**src/rtl/vga_frame_mem_arbiter_if.sv**
```systemverilog
// Bus bundle between the frame-memory arbiter, its sync counter, pixel writer and pixel memory.
interface vga_frame_mem_arbiter_if #(
  parameter int g_Addr_Width = 19,
  parameter int g_Data_Width = 12
);
  logic [9:0]              i_Col_Counter;
  logic [9:0]              i_Row_Counter;
  logic                    i_Wr_Req;
  logic [g_Addr_Width-1:0] i_Wr_Addr;
  logic [g_Data_Width-1:0] i_Wr_Data;
  logic                    o_Wr_Ack;
  logic                    o_Wr_Err;
  logic [g_Addr_Width-1:0] o_Mem_Addr;
  logic                    o_Mem_WE;
  logic [g_Data_Width-1:0] o_Mem_WData;
  logic [g_Data_Width-1:0] i_Mem_RData;
  logic [g_Data_Width-1:0] o_Pixel;
  logic                    o_Pixel_Valid;

  modport slave (
    input  i_Col_Counter, i_Row_Counter, i_Wr_Req, i_Wr_Addr, i_Wr_Data, i_Mem_RData,
    output o_Wr_Ack, o_Wr_Err, o_Mem_Addr, o_Mem_WE, o_Mem_WData, o_Pixel, o_Pixel_Valid
  );

  modport master (
    output i_Col_Counter, i_Row_Counter, i_Wr_Req, i_Wr_Addr, i_Wr_Data, i_Mem_RData,
    input  o_Wr_Ack, o_Wr_Err, o_Mem_Addr, o_Mem_WE, o_Mem_WData, o_Pixel, o_Pixel_Valid
  );
endinterface

```
**src/rtl/vga_frame_mem_arbiter.sv**
```systemverilog
// Shares one single-port pixel memory between VGA scan-out (priority in active area) and a writer.
// Build option: define VGA_WR_BUFFER_EN to put a 4-entry write FIFO in front of the writer FSM.
module vga_frame_mem_arbiter #(
  parameter int g_Total_Col  = 800,
  parameter int g_Active_Col = 640,
  parameter int g_Total_Row  = 525,
  parameter int g_Active_Row = 480,
  parameter int g_Addr_Width = 19,
  parameter int g_Data_Width = 12
) (
  input  logic                   i_Clk,
  input  logic                   i_Rst,
  vga_frame_mem_arbiter_if.slave bus
);

  typedef enum logic {W_IDLE = 1'b0, W_ACK = 1'b1} wr_state_t;

  localparam logic [9:0]              c_Act_Col    = 10'(g_Active_Col);
  localparam logic [9:0]              c_Act_Row    = 10'(g_Active_Row);
  localparam logic [9:0]              c_Last_Col   = 10'(g_Total_Col - 1);
  localparam logic [9:0]              c_Last_Row   = 10'(g_Total_Row - 1);
  localparam logic [g_Addr_Width-1:0] c_Line_Step  = g_Addr_Width'(g_Active_Col);
  localparam logic [g_Addr_Width:0]   c_Num_Pixels = (g_Addr_Width+1)'(g_Active_Col * g_Active_Row);

  wr_state_t               state_q, state_d;
  logic                    slot_s, wr_oor_s;
  logic [g_Addr_Width-1:0] line_base_q, line_base_d, rd_addr_s;
  logic [g_Addr_Width-1:0] mem_addr_q, mem_addr_d;
  logic                    mem_we_q, mem_we_d;
  logic [g_Data_Width-1:0] mem_wdata_q, mem_wdata_d;
  logic                    ack_q, ack_d, err_q, err_d;
  logic                    valid1_q, valid2_q, pix_valid_q;
  logic [g_Data_Width-1:0] rdata_q, pixel_q, pixel_d;

  assign slot_s    = (bus.i_Col_Counter < c_Act_Col) && (bus.i_Row_Counter < c_Act_Row);
  assign wr_oor_s  = ({1'b0, bus.i_Wr_Addr} >= c_Num_Pixels);
  assign rd_addr_s = line_base_q + {{(g_Addr_Width-10){1'b0}}, bus.i_Col_Counter};

  // Line base steps by one visible line at the end of each active line, so no multiplier is needed.
  always_comb begin
    line_base_d = line_base_q;
    if (bus.i_Col_Counter == c_Last_Col) begin
      if (bus.i_Row_Counter == c_Last_Row) begin
        line_base_d = '0;
      end else if (bus.i_Row_Counter < c_Act_Row) begin
        line_base_d = line_base_q + c_Line_Step;
      end else begin
        line_base_d = line_base_q;
      end
    end else begin
      line_base_d = line_base_q;
    end
  end

`ifdef VGA_WR_BUFFER_EN
  logic [g_Addr_Width-1:0] fifo_addr_q [4];
  logic [g_Data_Width-1:0] fifo_data_q [4];
  logic [1:0]              wr_ptr_q, rd_ptr_q;
  logic [2:0]              count_q, count_d;
  logic                    accept_s, push_s, pop_s;

  // Out-of-range requests are acked with an error but never occupy a FIFO slot.
  assign accept_s = (state_q == W_IDLE) && bus.i_Wr_Req && (count_q != 3'd4);
  assign push_s   = accept_s && !wr_oor_s;
  assign pop_s    = !slot_s && (count_q != 3'd0);
  assign count_d  = count_q + {2'b00, push_s} - {2'b00, pop_s};

  always_ff @(posedge i_Clk or posedge i_Rst) begin
    if (i_Rst) begin
      for (int i = 0; i < 4; i++) begin
        fifo_addr_q[i] <= '0;
        fifo_data_q[i] <= '0;
      end
      wr_ptr_q <= 2'd0;
      rd_ptr_q <= 2'd0;
      count_q  <= 3'd0;
    end else begin
      if (push_s) begin
        fifo_addr_q[wr_ptr_q] <= bus.i_Wr_Addr;
        fifo_data_q[wr_ptr_q] <= bus.i_Wr_Data;
        wr_ptr_q              <= wr_ptr_q + 2'd1;
      end
      if (pop_s) begin
        rd_ptr_q <= rd_ptr_q + 2'd1;
      end
      count_q <= count_d;
    end
  end

  always_comb begin
    state_d     = state_q;
    mem_addr_d  = rd_addr_s;
    mem_we_d    = 1'b0;
    mem_wdata_d = mem_wdata_q;
    ack_d       = accept_s;
    err_d       = accept_s && wr_oor_s;
    case (state_q)
      W_IDLE:  state_d = accept_s ? W_ACK : W_IDLE;
      W_ACK:   state_d = W_IDLE;
      default: state_d = W_IDLE;
    endcase
    if (pop_s) begin
      mem_addr_d  = fifo_addr_q[rd_ptr_q];
      mem_we_d    = 1'b1;
      mem_wdata_d = fifo_data_q[rd_ptr_q];
    end else begin
      mem_addr_d  = rd_addr_s;
    end
  end
`else
  // Writer is granted only outside display slots; W_ACK blocks re-acceptance of a held request.
  always_comb begin
    state_d     = state_q;
    mem_addr_d  = rd_addr_s;
    mem_we_d    = 1'b0;
    mem_wdata_d = mem_wdata_q;
    ack_d       = 1'b0;
    err_d       = 1'b0;
    case (state_q)
      W_IDLE: begin
        if (bus.i_Wr_Req && !slot_s) begin
          ack_d   = 1'b1;
          err_d   = wr_oor_s;
          state_d = W_ACK;
          if (!wr_oor_s) begin
            mem_addr_d  = bus.i_Wr_Addr;
            mem_we_d    = 1'b1;
            mem_wdata_d = bus.i_Wr_Data;
          end else begin
            mem_addr_d  = rd_addr_s;
          end
        end else begin
          state_d = W_IDLE;
        end
      end
      W_ACK:   state_d = W_IDLE;
      default: state_d = W_IDLE;
    endcase
  end
`endif

  always_comb begin
    pixel_d = valid2_q ? rdata_q : '0;
  end

  always_ff @(posedge i_Clk or posedge i_Rst) begin
    if (i_Rst) begin
      state_q <= W_IDLE;
    end else begin
      state_q <= state_d;
    end
  end

  // Display pipeline: address at n+1, read data sampled at n+2, pixel presented at n+3.
  always_ff @(posedge i_Clk or posedge i_Rst) begin
    if (i_Rst) begin
      line_base_q <= '0;
      mem_addr_q  <= '0;
      mem_we_q    <= 1'b0;
      mem_wdata_q <= '0;
      ack_q       <= 1'b0;
      err_q       <= 1'b0;
      valid1_q    <= 1'b0;
      valid2_q    <= 1'b0;
      rdata_q     <= '0;
      pixel_q     <= '0;
      pix_valid_q <= 1'b0;
    end else begin
      line_base_q <= line_base_d;
      mem_addr_q  <= mem_addr_d;
      mem_we_q    <= mem_we_d;
      mem_wdata_q <= mem_wdata_d;
      ack_q       <= ack_d;
      err_q       <= err_d;
      valid1_q    <= slot_s;
      valid2_q    <= valid1_q;
      rdata_q     <= bus.i_Mem_RData;
      pixel_q     <= pixel_d;
      pix_valid_q <= valid2_q;
    end
  end

  assign bus.o_Mem_Addr    = mem_addr_q;
  assign bus.o_Mem_WE      = mem_we_q;
  assign bus.o_Mem_WData   = mem_wdata_q;
  assign bus.o_Wr_Ack      = ack_q;
  assign bus.o_Wr_Err      = err_q;
  assign bus.o_Pixel       = pixel_q;
  assign bus.o_Pixel_Valid = pix_valid_q;

endmodule
```
**src/flat_wrapper.sv**
```systemverilog
// flat-port wrapper written by rule: the top's interface ports become plain ports
module vga_frame_mem_arbiter_flat 
#(
  parameter int g_Total_Col  = 800,
  parameter int g_Active_Col = 640,
  parameter int g_Total_Row  = 525,
  parameter int g_Active_Row = 480,
  parameter int g_Addr_Width = 19,
  parameter int g_Data_Width = 12
)
  (i_Clk, i_Rst, bus_i_Col_Counter, bus_i_Row_Counter, bus_i_Wr_Req, bus_i_Wr_Addr, bus_i_Wr_Data, bus_i_Mem_RData, bus_o_Wr_Ack, bus_o_Wr_Err, bus_o_Mem_Addr, bus_o_Mem_WE, bus_o_Mem_WData, bus_o_Pixel, bus_o_Pixel_Valid);
  vga_frame_mem_arbiter_if #(.g_Addr_Width(g_Addr_Width), .g_Data_Width(g_Data_Width)) bus_i ();
  input  logic i_Clk;
  input  logic i_Rst;
  input wire logic [$bits(bus_i.i_Col_Counter)-1:0] bus_i_Col_Counter;
  input wire logic [$bits(bus_i.i_Row_Counter)-1:0] bus_i_Row_Counter;
  input wire logic [$bits(bus_i.i_Wr_Req)-1:0] bus_i_Wr_Req;
  input wire logic [$bits(bus_i.i_Wr_Addr)-1:0] bus_i_Wr_Addr;
  input wire logic [$bits(bus_i.i_Wr_Data)-1:0] bus_i_Wr_Data;
  input wire logic [$bits(bus_i.i_Mem_RData)-1:0] bus_i_Mem_RData;
  output wire logic [$bits(bus_i.o_Wr_Ack)-1:0] bus_o_Wr_Ack;
  output wire logic [$bits(bus_i.o_Wr_Err)-1:0] bus_o_Wr_Err;
  output wire logic [$bits(bus_i.o_Mem_Addr)-1:0] bus_o_Mem_Addr;
  output wire logic [$bits(bus_i.o_Mem_WE)-1:0] bus_o_Mem_WE;
  output wire logic [$bits(bus_i.o_Mem_WData)-1:0] bus_o_Mem_WData;
  output wire logic [$bits(bus_i.o_Pixel)-1:0] bus_o_Pixel;
  output wire logic [$bits(bus_i.o_Pixel_Valid)-1:0] bus_o_Pixel_Valid;
  assign bus_i.i_Col_Counter = bus_i_Col_Counter;
  assign bus_i.i_Row_Counter = bus_i_Row_Counter;
  assign bus_i.i_Wr_Req = bus_i_Wr_Req;
  assign bus_i.i_Wr_Addr = bus_i_Wr_Addr;
  assign bus_i.i_Wr_Data = bus_i_Wr_Data;
  assign bus_i.i_Mem_RData = bus_i_Mem_RData;
  assign bus_o_Wr_Ack = bus_i.o_Wr_Ack;
  assign bus_o_Wr_Err = bus_i.o_Wr_Err;
  assign bus_o_Mem_Addr = bus_i.o_Mem_Addr;
  assign bus_o_Mem_WE = bus_i.o_Mem_WE;
  assign bus_o_Mem_WData = bus_i.o_Mem_WData;
  assign bus_o_Pixel = bus_i.o_Pixel;
  assign bus_o_Pixel_Valid = bus_i.o_Pixel_Valid;
  vga_frame_mem_arbiter #(.g_Total_Col(g_Total_Col), .g_Active_Col(g_Active_Col), .g_Total_Row(g_Total_Row), .g_Active_Row(g_Active_Row), .g_Addr_Width(g_Addr_Width), .g_Data_Width(g_Data_Width)) u_core (.i_Clk(i_Clk), .i_Rst(i_Rst), .bus(bus_i));
endmodule
```
**config.mk**
```make
export PLATFORM = sky130hd
export DESIGN_NAME = vga_frame_mem_arbiter_flat
export DESIGN_NICKNAME = d
export VERILOG_FILES = /design/src/rtl/vga_frame_mem_arbiter_if.sv /design/src/rtl/vga_frame_mem_arbiter.sv /design/src/flat_wrapper.sv
export SDC_FILE = /design/constraint.sdc
export NUM_CORES = 1
export LEC_CHECK = 0
export ABC_AREA = 1
export ABC_CLOCK_PERIOD_IN_PS = 2200
export CAP_MARGIN = 15
export CORE_MARGIN = 2
export CORE_UTILIZATION = 47
export CTS_BUF_LIST = sky130_fd_sc_hd__clkbuf_8
export DETAILED_ROUTE_END_ITERATION = 10
export HOLD_SLACK_MARGIN = 0.1
export PLACE_DENSITY = 0.82
export SETUP_SLACK_MARGIN = 0.3
export SYNTH_ARGS = -nofsm -noshare
export SYNTH_HDL_FRONTEND = slang
export SYNTH_SLANG_ARGS = --single-unit
```
**constraint.sdc**
```tcl
create_clock -name i_Clk -period 2.2 [get_ports i_Clk]
set_input_delay 0.22 -clock i_Clk [delete_from_list [all_inputs] [get_ports i_Clk]]
set_output_delay 0.22 -clock i_Clk [all_outputs]
set_load 0.01 [all_outputs]
```
==> out/metrics.cfg, run 1 <==
[outcome]
status = completed

[floorplanning]
die_w_um = 88.7
start_util = 0.491
core_area_um2 = 6870
fp-row-count = 30
die_h_um = 88.7
io_pins = 113
die_area_um2 = 7870

[clocking]
worstSkewPairLatency_ps = 340
cts_setup_buffers = 0
cts_buffers = 9
cts_max_path_buffers = 2
cts_max_level = 3
clkSinkCount = 73
cts_hold_buf = 0
cts_root_buffer = clkbuf_8
cts.clk_slew.worst_paths_ps = 80
tritoncts = done
ctsResizeCount = 0

[worst_setup_path]
crit_slowest_cell = dfrtp_1
critPathLaunchType = flop
path_buf_inv = 1
cp_max_fo = 8
worst-setup-path-type = reg2reg
worstReg2RegStart = u_core.line_base_q[8]
cpPeakStageDelay_ps = 440
crit_chain = ha_1 > nand2_1 > inv_1 > a21oi_1 > nand2_2 > xor2_1 > nand2_1 > nand2_1
cp.arrival_ps = 1910
cp.required_ps = 2440
cp_top_family = flip-flops
rrSetupSlack_ps = 530
critPathMostFrequentCell = nand2_1
reg2regPathDepth = 8
cp-end-kind = flop
r2r_end = u_core.bus.o_Mem_Addr[10]

[detailed_routing]
ant_nets = 0
dr_total_vias = 2963
drtIter0Drc = 95
vias_per_cell = 4.73
firstDrtPassIters = 4
drc = 0
wl_um = 8390
avgRoutedWirePerCell_um = 13.4

[power_and_ir_drop]
pwr-share-comb = 0.171
pwr-share-seq = 0.463
power_density_nw_per_um2 = 666
internal_power_uw = 2440
ir_drop_mv = 0.384
switching_share = 0.246
p_leak_uw = 0.00239
p_sw_uw = 793
power_frac_clock = 0.366

[yosys]
synthDistinctLibCells = 30
synth-seq-area-share = 0.542
netlist_instances = 407
synth_area_um2 = 3370
synth_top_family_by_area = simple AND/OR/NAND/NOR gates
synth-compound-area-share = 0.0390
ys_warn_count = 0
muxShareOfSynthArea = 0
synth-simple-area-share = 0.296
synth_nets = 478
synth_xor_area_frac = 0.0312
synthAdderAreaFrac = 0.0186
syn_avg_cell_area_um2 = 8.28
synth-seq-cells = 73

[layout]
fin_nets = 596
areaGrowthSynthToFinish_pct = 43.9
n_antenna_cell = 0
nFillCells = 516
multiInputGateArea_um2 = 1310
seqCellArea_um2 = 1830
drive_above_1_share = 0.0811
final_cells = 626

[placed_design]
numPortBuffers = 112
hpwl_um = 6450
dp.cells = 610
gp_congestion = 0.902

[timing]
rsz0062_at_grt = false
final.setup.tns_ps = 0
setup_viol = 0
post-route-period-util = 0.758
period_needed_ps = 1670
holdWs_ps = 281
worstMarginPinSlew_ps = 547
relSlewSlack = 0.635
maxSlewViolCount = 0
timing.fmax_ghz = 0.600
skew_ps = 8.51
hold_viol_final = 0

[global_route]
grtUsageTotal = 0.234
overflow = 0
grt_pass1_vias = 3032
grt_max_degree = 33
grt_pass1_wl_um = 14000
antenna_found_initial = 0

[run]
cap_violations = 0

[min_path]
worstHoldPathType = in2async

cell usage after synthesis (all sizes together):
cell	n	area (µm²)
nand4	3	18.8
nand3b	5	37.5
inv	49	184
ha	5	62.6
or2	3	18.8
and2	2	15.0
nand2	162	623
nand3	30	165
xor2	6	52.6
buf	9	55.1
o211ai	1	7.51
clkbuf	1	3.75
nor2	25	106
nor3	2	15.0
xnor2	6	52.6
a21oi	6	30.0
dfrtp	73	1830
conb	1	3.75
o21ai	18	93.8
layout make-up:
type | count | share of cell area
well taps | 96 | 0.0248
repair buffers | 117 | 0.244
inverters | 49 | 0.0387
flip-flops and latches | 73 | 0.377
clock inverters | 6 | 0.0186
clock buffers | 10 | 0.0284
multi-input cells | 275 | 0.269
power by group through the flow:
stage / clock network (µW) / registers, µW / logic (µW)
after global placement: 0 / 1520 / 544
after CTS: 1210 / 1490 / 560
final: 1180 / 1490 / 553
after global routing: 1260 / 1500 / 605
after detailed placement: 0 / 1520 / 555
after floorplan: 0 / 1560 / 156
cell families (layout without fill, tap and decap cells):
group / Yosys count / after routing
and+or+nand+nor: 232 / 232
DFF: 73 / 73
buffers and inverters: 59 / 182
AOI/OAI and AO/OA: 25 / 25
xor gates and xnor gates: 12 / 12
adders and majority gates: 5 / 5
other: 1 / 1
how the worst max path moves through the flow:
stage,start,to,slack [ps],depth (start not counted)
floorplan,u_core.line_base_q[9],u_core.bus.o_Mem_Addr[10],610,8
finish,u_core.line_base_q[8],u_core.bus.o_Mem_Addr[10],530,8
CTS,u_core.line_base_q[9],u_core.bus.o_Mem_Addr[10],440,8
global placement,bus_i_Col_Counter[9],u_core.bus.o_Mem_Addr[10],250,9
detailed placement,bus_i_Col_Counter[9],u_core.bus.o_Mem_Addr[10],210,9
global route,u_core.line_base_q[8],u_core.bus.o_Mem_Addr[14],380,9
cells in the final DEF (no fill, tap or decap), drive strengths merged:
master	synthesis	final
nor3	2	2
nand4	3	3
ha	5	5
inv	49	49
xor2	6	6
buf	9	5
clkdlybuf4s50	0	112
clkinvlp	0	2
nand3	30	30
dfrtp	73	73
bufinv	0	2
a21oi	6	6
o21ai	18	18
and2	2	2
nor2	25	25
clkinv	0	2
conb	1	1
clkbuf	1	10
o211ai	1	1
or2	3	3
nand2	162	162
nand3b	5	5
xnor2	6	6
registers in the layout, summed over array words and instances (netlist names):
| register | cells |
|---|---|
| u_core.bus.o_Pixel | 12 |
| u_core.bus.o_Pixel_Valid | 1 |
| u_core.bus.o_Mem_Addr | 19 |
| u_core.line_base_q | 12 |
| u_core.valid1_q | 1 |
| u_core.bus.o_Mem_WE | 1 |
| u_core.bus.o_Wr_Ack | 1 |
| u_core.rdata_q | 12 |
| u_core.bus.o_Wr_Err | 1 |
| u_core.bus.o_Mem_WData | 12 |
| u_core.valid2_q | 1 |
through the flow:
stage | total power [µW] | worst slack [ps] | utilization | cell area [µm²]
2_1_floorplan | 1710 | 611 | - | 3380
3_3_place_gp | 2060 | 250 | 0.673 | 4620
3_5_place_dp | 2080 | 211 | 0.673 | 4620
4_1_cts | 3260 | 435 | 0.706 | 4850
5_1_grt | 3370 | 379 | 0.706 | 4850
6_report | 3230 | 533 | 0.706 | 4850
layer usage:
layer  share of wire  global-route usage  up-vias
met1            0.42               0.290     1345
met3           0.063              0.0485       25
met5               0                   0        -
li1                -                   -     1486
met4           0.038               0.125        0
met2            0.48               0.386      107
Note: power is estimated with default switching activity, not from simulation.
==> run 2: changes to the inputs <==
- ABC_CLOCK_PERIOD_IN_PS: 2200 -> 1600
- clock period: 2.2 -> 1.6 ns (I/O delays scaled with it)
==> run 2 against run 1 <==
Effect of this change: non-clock buffer count grew 38; critical path depth grew 2; core utilization grew 7.1 points; worst setup slack lost 450 ps; sequential share of layout area shrank 3.4 points; register-to-register slack lost 450 ps; final area grew 10%; final cell count grew 6.5%; wire length grew 22%; fmax grew 9.6%; die area is the same; clock skew grew 0.74 ps; largest cell class unchanged.
==> out/metrics.cfg, run 2 (synthesis gave the netlist of run 1 again) <==
[layout]
largest_reg_flops = 19
drive_above_1_share = 0.215
final_util = 0.777
final_cell_mix = 145 x nand2_1, 69 x dfrtp_1, 60 x clkdlybuf4s50_1, 47 x dlygate4sd2_1, 42 x inv_1
areaGrowthSynthToFinish_pct = 58.4
final_common_cell = nand2_1
n_antenna_cell = 0
fin_area_um2 = 5340
fin_nets = 637

[worst_setup_path]
setup.worst_path.start = u_core.line_base_q[9]
cp-end-kind = flop
critPathCapture = u_core.bus.o_Mem_Addr[13]
critPathLaunchType = flop
cp.required_ps = 1900
crit_slowest_cell = dfrtp_2
worstReg2RegStart = u_core.line_base_q[9]
worst-setup-path-type = reg2reg
path_buf_inv = 2
cp_top_family = flip-flops
crit_chain = ha_4 > buf_6 > nand2_2 > nor2_2 > nand2_1 > o211ai_1 > o21ai_2 > nand2_1 > nand2_1 > inv_1
cp.arrival_ps = 1820
cp_max_fo = 4
r2r_end = u_core.bus.o_Mem_Addr[13]
reg2regPathDepth = 10
cpPeakStageDelay_ps = 440
rrSetupSlack_ps = 80
critPathMostFrequentCell = nand2_1
worst-path-stages = 10

[floorplanning]
core_area_um2 = 6870
die_h_um = 88.7
die_w_um = 88.7
io_pins = 113
start_util = 0.491
die_area_um2 = 7870
fp-row-count = 30

[clocking]
cts.clk_slew.worst_paths_ps = 90
cts_max_level = 3
tritoncts = done
worstSkewPairLatency_ps = 350
cts_root_buffer = clkbuf_8
cts_buffers = 9
clkSinkCount = 73
cts_max_path_buffers = 2

[detailed_routing]
dr_total_vias = 3356
ant_nets = 0
vias_per_cell = 5.03
firstDrtPassIters = 7
wl_um = 10200
drtIter0Drc = 214
drc = 0
avgRoutedWirePerCell_um = 15.3

[power_and_ir_drop]
ir_drop_mv = 0.469
power_density_nw_per_um2 = 787
power_uw = 4200
p_leak_uw = 0.00282

[timing]
skew_ps = 9.24
period_needed_ps = 1520
hold_viol_final = 0
final.setup.tns_ps = 0
rsz0062_at_grt = true
post-route-period-util = 0.951
maxSlewViolCount = 0
setup_viol = 0
timing.fmax_ghz = 0.657
worst_slack_ps = 78.0

[global_route]
overflow = 0
grt_pass1_wl_um = 14600
grtUsageTotal = 0.242
grt_max_degree = 36
antenna_found_initial = 0
grt_pass1_vias = 3116

[min_path]
worstHoldPathType = in2reg
whs_path_depth = 3

[placed_design]
gp_congestion = 0.911
hpwl_um = 6540
place_area_um2 = 4840
numPortBuffers = 112
place_ws_ps = -149

[run]
cap_violations = 0

[outcome]
status = completed

==> run 2: cell count changes in the layout (fill, tap and decap cells not counted), moves of 6 or more <==
cell,change
nand2_4,+6
dlygate4sd2_1,+47
nand2_2,+8
clkdlybuf4s50_1,-52
buf_4,+32
nand2_1,-11
==> run 2: metal layers <==
layer	GRT usage	routed length (µm)
met5	0	0
met4	0.0758	251
met3	0.0504	679
met2	0.435	5510
met1	0.290	3790
==> run 2: worst min-delay path: stages <==
cell            delay, ps
dlymetal6s2s_1        110
nor2_1                 70
a21oi_2               100
==> run 2: how the worst min path moves through the flow <==
| stage | startpoint | to | slack, ps |
|---|---|---|---|
| after floorplan | bus_i_Mem_RData[0] | u_core.rdata_q[0] | 190 |
| after global placement | u_core.valid1_q | u_core.valid2_q | 340 |
| after detailed placement | u_core.valid1_q | u_core.valid2_q | 360 |
| after CTS | i_Rst | u_core.bus.o_Mem_WData[4] | 140 |
| after global routing | i_Rst | u_core.bus.o_Mem_WData[2] | 140 |
| final | bus_i_Wr_Addr[12] | u_core.bus.o_Mem_Addr[12] | 120 |
==> run 2: what timing repair did <==
| action | 4_1_cts | 5_1_grt |
|---|---|---|
| buffers inserted | 7 | 7 |
| hold buffers | 0 | 0 |
| setup endpoints to repair | 66 | 43 |
| cloned | 0 | 4 |
| pin swaps | 8 | 16 |
| resized for setup | 64 | 42 |
==> run 2: where the power goes <==
group          internal, µW  leakage (µW)  switching (µW)
Combinational           416       0.00181             372
Clock                   594     0.0000863             771
Sequential             1990      0.000928            62.5
==> run 2: cell type report <==
cell class | count | area [µm²]
clock inverter | 7 | 62.6
clock buffer | 9 | 124
timing repair buffer | 155 | 1480
tap | 96 | 120
inverter | 49 | 190
sequential | 73 | 1830
multi-input combinational | 278 | 1530
fill | 450 | 1530
==> run 2: stage by stage <==
step	cells	hold WS [ps]
after floorplan	407	191
after global placement	633	338
after detailed placement	633	358
after CTS	656	136
after global routing	667	139
final	667	121
==> run 3: changes to the inputs <==
- CTS_CLUSTER_SIZE: not set -> 24
==> results of run 3 <==
No change in the layout: final DEF, timing and power equal those of run 2.
